## src/rtl/vga_timing_gen_if.sv

```systemverilog
// ---------------------------------------------------------------------------
// vga_timing_gen_if
// Timing bus produced by vga_timing_gen and consumed by the background/draw
// pipeline.
//   active_mode  mode currently being generated (0 = parameterised, 1 = 640x480)
//   hcount       pixel index within the line
//   vcount       line index within the frame
//   hsync/vsync  sync pulses with the active mode's polarity applied
//   hblnk/vblnk  horizontal / vertical blanking
//   frame_start  high while the position is (0,0)
//   frame_cnt    16-bit frame counter, present only with VGA_FRAME_CNT_EN
// Modports: master (generator side drives), slave (consumer side reads).
// Optional feature macro: VGA_FRAME_CNT_EN
// ---------------------------------------------------------------------------
interface vga_timing_gen_if #(
    parameter int CNT_W = 11
);
    logic             active_mode;
    logic [CNT_W-1:0] hcount;
    logic [CNT_W-1:0] vcount;
    logic             hsync;
    logic             vsync;
    logic             hblnk;
    logic             vblnk;
    logic             frame_start;
`ifdef VGA_FRAME_CNT_EN
    logic [15:0]      frame_cnt;

    modport master (
        output active_mode, hcount, vcount, hsync, vsync,
               hblnk, vblnk, frame_start, frame_cnt
    );
    modport slave (
        input  active_mode, hcount, vcount, hsync, vsync,
               hblnk, vblnk, frame_start, frame_cnt
    );
`else
    modport master (
        output active_mode, hcount, vcount, hsync, vsync,
               hblnk, vblnk, frame_start
    );
    modport slave (
        input  active_mode, hcount, vcount, hsync, vsync,
               hblnk, vblnk, frame_start
    );
`endif
endinterface

```

## src/rtl/vga_timing_gen.sv

```systemverilog
// ---------------------------------------------------------------------------
// vga_timing_gen
// Programmable VGA timing generator. Produces pixel/line counters, sync and
// blanking for one of two run-time selectable modes:
//   mode 0 : parameterised (800x600@60 at 40 MHz by default)
//   mode 1 : fixed 640x480@60, both syncs active-low
// A mode request is only taken at the last pixel of a frame, so a frame is
// never generated with mixed timing.
// Ports:
//   clk       pixel clock
//   rst_n     synchronous reset, active-low
//   en        count enable; low freezes every register
//   mode_sel  requested mode, sampled at frame end only
//   vid       timing bus (vga_timing_gen_if.master)
// Optional feature macro: VGA_FRAME_CNT_EN adds vid.frame_cnt, a 16-bit
// wrapping count of enabled frame wraps.
// ---------------------------------------------------------------------------
module vga_timing_gen #(
    parameter int CNT_W     = 11,
    parameter int H_ACT     = 800,
    parameter int H_SS      = 840,
    parameter int H_SE      = 968,
    parameter int H_TOT     = 1056,
    parameter int V_ACT     = 600,
    parameter int V_SS      = 601,
    parameter int V_SE      = 605,
    parameter int V_TOT     = 628,
    parameter bit SYNC_POS0 = 1'b1
) (
    input  logic             clk,
    input  logic             rst_n,
    input  logic             en,
    input  logic             mode_sel,
    vga_timing_gen_if.master vid
);

    localparam int NMODES = 2;

    // Per-mode timing tables, index = mode number.
    localparam logic [CNT_W-1:0] H_ACT_T [NMODES] = '{CNT_W'(H_ACT), CNT_W'(640)};
    localparam logic [CNT_W-1:0] H_SS_T  [NMODES] = '{CNT_W'(H_SS),  CNT_W'(656)};
    localparam logic [CNT_W-1:0] H_SE_T  [NMODES] = '{CNT_W'(H_SE),  CNT_W'(752)};
    localparam logic [CNT_W-1:0] H_TOT_T [NMODES] = '{CNT_W'(H_TOT), CNT_W'(800)};
    localparam logic [CNT_W-1:0] V_ACT_T [NMODES] = '{CNT_W'(V_ACT), CNT_W'(480)};
    localparam logic [CNT_W-1:0] V_SS_T  [NMODES] = '{CNT_W'(V_SS),  CNT_W'(490)};
    localparam logic [CNT_W-1:0] V_SE_T  [NMODES] = '{CNT_W'(V_SE),  CNT_W'(492)};
    localparam logic [CNT_W-1:0] V_TOT_T [NMODES] = '{CNT_W'(V_TOT), CNT_W'(525)};
    localparam bit               SYNC_T  [NMODES] = '{SYNC_POS0,     1'b0};

    logic [CNT_W-1:0] hcount_reg, hcount_next;
    logic [CNT_W-1:0] vcount_reg, vcount_next;
    logic             mode_reg, mode_next;
    logic             hsync_reg, vsync_reg;
    logic             hblnk_reg, vblnk_reg;
    logic             frame_start_reg;
    logic             line_end, frame_end;

    // Decoded candidates for every mode, evaluated on the next-count values.
    logic [NMODES-1:0] hsync_cand, vsync_cand, hblnk_cand, vblnk_cand;

    // Next-position logic. Wrap limits come from the mode in force for the
    // current frame; ">=" keeps the counters bounded even if a count were ever
    // left beyond the limit.
    always_comb begin
        line_end    = (hcount_reg >= H_TOT_T[mode_reg] - CNT_W'(1));
        frame_end   = line_end && (vcount_reg >= V_TOT_T[mode_reg] - CNT_W'(1));
        hcount_next = hcount_reg + CNT_W'(1);
        vcount_next = vcount_reg;
        mode_next   = mode_reg;
        if (line_end) begin
            hcount_next = '0;
            if (frame_end) begin
                vcount_next = '0;
                mode_next   = mode_sel;
            end else begin
                vcount_next = vcount_reg + CNT_W'(1);
            end
        end
    end

    // Sync compare results are XNOR-ed with the mode polarity so that an
    // active-low mode idles high.
    for (genvar gi = 0; gi < NMODES; gi++) begin : g_mode_decode
        assign hblnk_cand[gi] = (hcount_next >= H_ACT_T[gi]);
        assign vblnk_cand[gi] = (vcount_next >= V_ACT_T[gi]);
        assign hsync_cand[gi] = ((hcount_next >= H_SS_T[gi]) &&
                                 (hcount_next <  H_SE_T[gi])) == SYNC_T[gi];
        assign vsync_cand[gi] = ((vcount_next >= V_SS_T[gi]) &&
                                 (vcount_next <  V_SE_T[gi])) == SYNC_T[gi];
    end

    // Decoding the next values, selected by the next mode, keeps every output
    // aligned with the counters, including the first cycle after a mode change.
    always_ff @(posedge clk) begin
        if (!rst_n) begin
            hcount_reg      <= '0;
            vcount_reg      <= '0;
            mode_reg        <= 1'b0;
            hsync_reg       <= !SYNC_POS0;
            vsync_reg       <= !SYNC_POS0;
            hblnk_reg       <= 1'b0;
            vblnk_reg       <= 1'b0;
            frame_start_reg <= 1'b1;
        end else if (en) begin
            hcount_reg      <= hcount_next;
            vcount_reg      <= vcount_next;
            mode_reg        <= mode_next;
            hsync_reg       <= hsync_cand[mode_next];
            vsync_reg       <= vsync_cand[mode_next];
            hblnk_reg       <= hblnk_cand[mode_next];
            vblnk_reg       <= vblnk_cand[mode_next];
            frame_start_reg <= (hcount_next == '0) && (vcount_next == '0);
        end
    end

`ifdef VGA_FRAME_CNT_EN
    logic [15:0] frame_cnt_reg;

    always_ff @(posedge clk) begin
        if (!rst_n) begin
            frame_cnt_reg <= '0;
        end else if (en && frame_end) begin
            frame_cnt_reg <= frame_cnt_reg + 16'd1;
        end
    end

    assign vid.frame_cnt = frame_cnt_reg;
`endif

    assign vid.active_mode = mode_reg;
    assign vid.hcount      = hcount_reg;
    assign vid.vcount      = vcount_reg;
    assign vid.hsync       = hsync_reg;
    assign vid.vsync       = vsync_reg;
    assign vid.hblnk       = hblnk_reg;
    assign vid.vblnk       = vblnk_reg;
    assign vid.frame_start = frame_start_reg;

endmodule

```

## src/flat_wrapper.sv

```systemverilog
// flat-port wrapper written by rule: the top's interface ports become plain ports
module vga_timing_gen_flat 
#(
    parameter int CNT_W     = 11,
    parameter int H_ACT     = 800,
    parameter int H_SS      = 840,
    parameter int H_SE      = 968,
    parameter int H_TOT     = 1056,
    parameter int V_ACT     = 600,
    parameter int V_SS      = 601,
    parameter int V_SE      = 605,
    parameter int V_TOT     = 628,
    parameter bit SYNC_POS0 = 1'b1
)
  (clk, rst_n, en, mode_sel, vid_active_mode, vid_hcount, vid_vcount, vid_hsync, vid_vsync, vid_hblnk, vid_vblnk, vid_frame_start);
  vga_timing_gen_if #(.CNT_W(CNT_W)) vid_i ();
  input  logic clk;
  input  logic rst_n;
  input  logic en;
  input  logic mode_sel;
  output wire logic [$bits(vid_i.active_mode)-1:0] vid_active_mode;
  output wire logic [$bits(vid_i.hcount)-1:0] vid_hcount;
  output wire logic [$bits(vid_i.vcount)-1:0] vid_vcount;
  output wire logic [$bits(vid_i.hsync)-1:0] vid_hsync;
  output wire logic [$bits(vid_i.vsync)-1:0] vid_vsync;
  output wire logic [$bits(vid_i.hblnk)-1:0] vid_hblnk;
  output wire logic [$bits(vid_i.vblnk)-1:0] vid_vblnk;
  output wire logic [$bits(vid_i.frame_start)-1:0] vid_frame_start;
  assign vid_active_mode = vid_i.active_mode;
  assign vid_hcount = vid_i.hcount;
  assign vid_vcount = vid_i.vcount;
  assign vid_hsync = vid_i.hsync;
  assign vid_vsync = vid_i.vsync;
  assign vid_hblnk = vid_i.hblnk;
  assign vid_vblnk = vid_i.vblnk;
  assign vid_frame_start = vid_i.frame_start;
  vga_timing_gen #(.CNT_W(CNT_W), .H_ACT(H_ACT), .H_SS(H_SS), .H_SE(H_SE), .H_TOT(H_TOT), .V_ACT(V_ACT), .V_SS(V_SS), .V_SE(V_SE), .V_TOT(V_TOT), .SYNC_POS0(SYNC_POS0)) u_core (.clk(clk), .rst_n(rst_n), .en(en), .mode_sel(mode_sel), .vid(vid_i));
endmodule
```

## config.mk

```make
export PLATFORM = sky130hd
export DESIGN_NAME = vga_timing_gen_flat
export DESIGN_NICKNAME = d
export VERILOG_FILES = /design/src/rtl/vga_timing_gen_if.sv /design/src/rtl/vga_timing_gen.sv /design/src/flat_wrapper.sv
export SDC_FILE = /design/constraint.sdc
export NUM_CORES = 1
export LEC_CHECK = 0
export CORE_ASPECT_RATIO = 0.6
export CORE_MARGIN = 3
export CORE_UTILIZATION = 59
export CTS_CLUSTER_SIZE = 20
export DETAILED_ROUTE_END_ITERATION = 12
export PLACE_DENSITY = 0.85
export SETUP_SLACK_MARGIN = 0.15
export SYNTH_ARGS = -nofsm -noshare
export SYNTH_HDL_FRONTEND = slang
export SYNTH_SLANG_ARGS = --single-unit
```

## constraint.sdc

```tcl
create_clock -name clk -period 4.9 [get_ports clk]
set_clock_uncertainty 0.2 [all_clocks]
set_input_delay 1.47 -clock clk [delete_from_list [all_inputs] [get_ports clk]]
set_output_delay 1.47 -clock clk [all_outputs]
set_load 0.02 [all_outputs]
```

==> results.tsv <==
stage	metric	value	unit
detailed_routing	Avg Vias per Cell	6.77	
logic_synthesis	library cells used by synthesis	60	
logic_synthesis	EDFF count, synth	0	
logic_synthesis	Yosys top cell area share	24.9	%
detailed_routing	Remaining DRCs	0	
hold_path	Worst Hold Depth	2	
hold_path	min-delay src	u_core.vid.hcount[1]$_SDFFE_PN0P_	
cts	postcts setup bufs	0	
setup_path	worst r2r path cells	10	
setup_path	Crit Path Class	reg -> reg	
cts	cts-stage hold buffer count	0	
setup_path	CP endpoint kind	flip-flop	
flow_run	number of max-cap violations	0	
detailed_routing	drt total wl	6750	um
layout	fillcell total	272	
logic_synthesis	synth top area cells	dfxtp_1 (25%), a21oi_1 (7.3%), nor2_1 (6.8%)	
layout	Final Cell Area	2620	um^2
logic_synthesis	#FFs+latches synth	28	
timing	final worst-path cycle share	77.8	%
global_route	GRT overflow	0	
timing	Setup TNS	0	ns
layout	share of cells above drive strength 1	7.72	%
setup_path	Reg-to-Reg End	u_core.vid.frame_start$_SDFFE_PN1P_	
global_route	vias in the first global route	2203	
cts	CTS tree	built	
cts	H-tree depth	1	
power_and_ir_drop	P_leak	0.977	nW
floorplanning	Initial Util	65.4	%
global_route	largest net degree at the start of global routing	27	
layout	Layout Nets	341	
power_and_ir_drop	Worst VDD drop	0.177	mV
setup_path	Critical Path AT	3.85	ns
timing	FMAX	262	MHz
logic_synthesis	predominant post-synthesis flop cell	dfxtp_1	
place	Buffers on Ports	31	
timing	Final Max Slew Viols	0	
cts	clock sink count	28	
floorplanning	I/O pin count	32	
hold_path	worst hold endpoint	u_core.vid.hcount[1]$_SDFFE_PN0P_	
timing	final hold vios	0	
cts	cts repair resizes	0	
detailed_routing	WL met2	2650	um
setup_path	Worst setup SP type	flip-flop	
cts	CTS clock-pin slew for the worst setup and hold paths	0.10	ns
floorplanning	cell row count	16	
cts	Clock Tree Root	clkbuf_8	
timing	Tightest Pin Transition	0.731	ns
logic_synthesis	cell taking the most area after synthesis	dfxtp_1	
logic_synthesis	Syn Area/Cell	7.41	um^2
global_route	first-pass GRT wire length	11000	um
logic_synthesis	Cells after Synth	304	
cts	Num CTS Buffers	3	
timing	Period minus WS final	3.81	ns
place	Final Wtd Congestion	0.949	
place	DP Area	2560	um^2
cts	worst skew pair latency	0.28	ns
timing	final count of negative-setup-slack endpoints	0	
setup_path	crit path max fanout	18	
global_route	initial antenna violation count	0	
timing	worst slew margin relative to its limit	51.2	%
detailed_routing	DRT iter0 DRCs	456	
detailed_routing	M1 wire length	3100	um
floorplanning	core footprint	3440	um^2
floorplanning	Die H	53.9	um
detailed_routing	first-pass detailed-route iteration total	6	
logic_synthesis	Post-Synthesis Cell Area	2250	um^2
layout	area grow syn2layout	16.0	%
logic_synthesis	register area share after synthesis	24.9	%
global_route	GR Util All Layers	30.7	%
setup_path	CP peak stage delay	0.57	ns
place	placed wire-length estimate	4990	um
setup_path	crit path max-delay cell type	o21ai_2	
setup_path	reg-to-reg startpoint	u_core.vid.active_mode$_SDFFE_PN0P_	
floorplanning	Die Area	4620	um^2
power_and_ir_drop	Pwr per Cell Area	176	nW/um^2
layout	ant diodes	0	
detailed_routing	top routing layer used	met5	
logic_synthesis	yosys warns	0	
logic_synthesis	Syn Nets	320	
setup_path	Critical Path RT	4.93	ns
detailed_routing	Post-DRT Antenna Nets	0	
setup_path	crit path cell chain	inv_1, ha_1, nand4b_1, o21ai_2, buf_4, nor2_1, or3_1, or4b_1, nor4_1, a221o_1	
detailed_routing	via count	2497	
outcome	status	complete, no violations	
setup_path	R2R Setup Slk	1.09	ns
detailed_routing	routed len/inst	18.3	um
timing	unrepaired setup endpoints after global routing	false	
logic_synthesis	Post-synth ARST share	0	%
cts	Max Root-Sink Buffers	2	
layout	footprint of the multi-input gates	1580	um^2
detailed_routing	routed length on met3	884	um
layout	Reg area	561	um^2
hold_path	Hold/Removal Path Class	reg -> reg	
floorplanning	chip width	85.8	um
## cells in the mapped netlist, types with 5 or more instances
| cell | count |
|---|---|
| a211oi_1 | 5 |
| a21oi_1 | 33 |
| clkbuf_1 | 14 |
| dfxtp_1 | 28 |
| ha_1 | 12 |
| nand2_1 | 19 |
| nand3_1 | 15 |
| nand4_1 | 5 |
| nor2_1 | 41 |
| nor3_1 | 17 |
| o21ai_0 | 15 |
| o31ai_1 | 5 |
| or3_1 | 5 |
| xor2_1 | 8 |
## routing by layer
metal	track usage [%]	vias to the layer above
li1	-	1173
met1	44.6	1127
met2	45.5	177
met3	8.26	18
met4	4.74	2
met5	7.95	-
## how the worst max path moves through the flow
stage | end | from | slack [ns]
finish | u_core.vid.frame_start$_SDFFE_PN1P_ | u_core.vid.active_mode$_SDFFE_PN0P_ | 1.09
global route | u_core.vid.frame_start$_SDFFE_PN1P_ | u_core.vid.active_mode$_SDFFE_PN0P_ | 0.95
CTS | u_core.vid.frame_start$_SDFFE_PN1P_ | u_core.vid.active_mode$_SDFFE_PN0P_ | 1.20
detailed placement | u_core.vid.frame_start$_SDFFE_PN1P_ | en | 1.18
global placement | u_core.vid.frame_start$_SDFFE_PN1P_ | en | 1.22
floorplan | u_core.vid.vblnk$_SDFFE_PN0P_ | u_core.vid.vcount[6]$_SDFFE_PN0P_ | 1.84
## critical path: cells and delay by family (launching register included)
kind                     cells  cell delay, ns
AO/OA/AOI/OAI                2            0.74
flip-flops                   1            0.49
adder cells (fa/ha/maj)      1            0.39
AND/OR/NAND/NOR              5            1.37
buffers and inverters        2            0.58
## metrics by stage
stage / setup slack, ns / util (%) / total power, mW / hold WS (ns) / instances
detailed placement: 1.18 / 74.3 / 0.315 / 0.307 / 365
global placement: 1.22 / 74.3 / 0.313 / 0.303 / 365
CTS: 1.20 / 75.9 / 0.458 / 0.327 / 369
floorplan: 1.84 / - / 0.287 / 0.371 / 304
global route: 0.949 / 75.9 / 0.474 / 0.345 / 369
finish: 1.09 / 75.9 / 0.460 / 0.328 / 369
## layout make-up
type	count	share of cell area [%]
repair buffers	35	13.0
inverters	6	0.861
flip-flops and latches	28	21.4
clock buffers	4	2.11
well taps	45	2.15
multi-input cells	251	60.4
## layout by cell type, fill, tap and decap left out, types with 3 or more instances in the layout
| master | count |
|---|---|
| o211ai_1 | 3 |
| o31ai_1 | 5 |
| and4_1 | 4 |
| inv_1 | 4 |
| dfxtp_1 | 28 |
| xnor2_1 | 3 |
| xor2_1 | 8 |
| nand3_1 | 15 |
| mux2i_1 | 3 |
| and3_1 | 4 |
| a211oi_1 | 5 |
| nand4_1 | 5 |
| o21ai_0 | 15 |
| clkdlybuf4s50_1 | 31 |
| clkbuf_8 | 4 |
| ha_1 | 12 |
| nor2_1 | 41 |
| a21o_1 | 3 |
| or3_1 | 5 |
| a31oi_1 | 4 |
| nand2b_1 | 4 |
| a21oi_1 | 33 |
| nand2_1 | 19 |
| buf_4 | 4 |
| nor3_1 | 17 |
## where the power goes
group	internal, mW	total, mW	leakage [nW]	switching (mW)
Combinational	0.0286	0.0685	0.720	0.0399
Clock	0.0722	0.148	0.0288	0.0756
Sequential	0.233	0.243	0.228	0.0102
Total	0.334	0.460	0.977	0.126
## kinds of logic after synthesis
family | after synthesis | synth area share, %
AOI/OAI and AO/OA | 93 | 27.9
buffers and inverters | 25 | 5.00
and+or+nand+nor | 132 | 30.0
DFF | 28 | 24.9
muxes | 3 | 1.33
adders and majority gates | 12 | 6.66
xor gates and xnor gates | 11 | 4.28
Note: power is estimated with default switching activity, not from simulation.
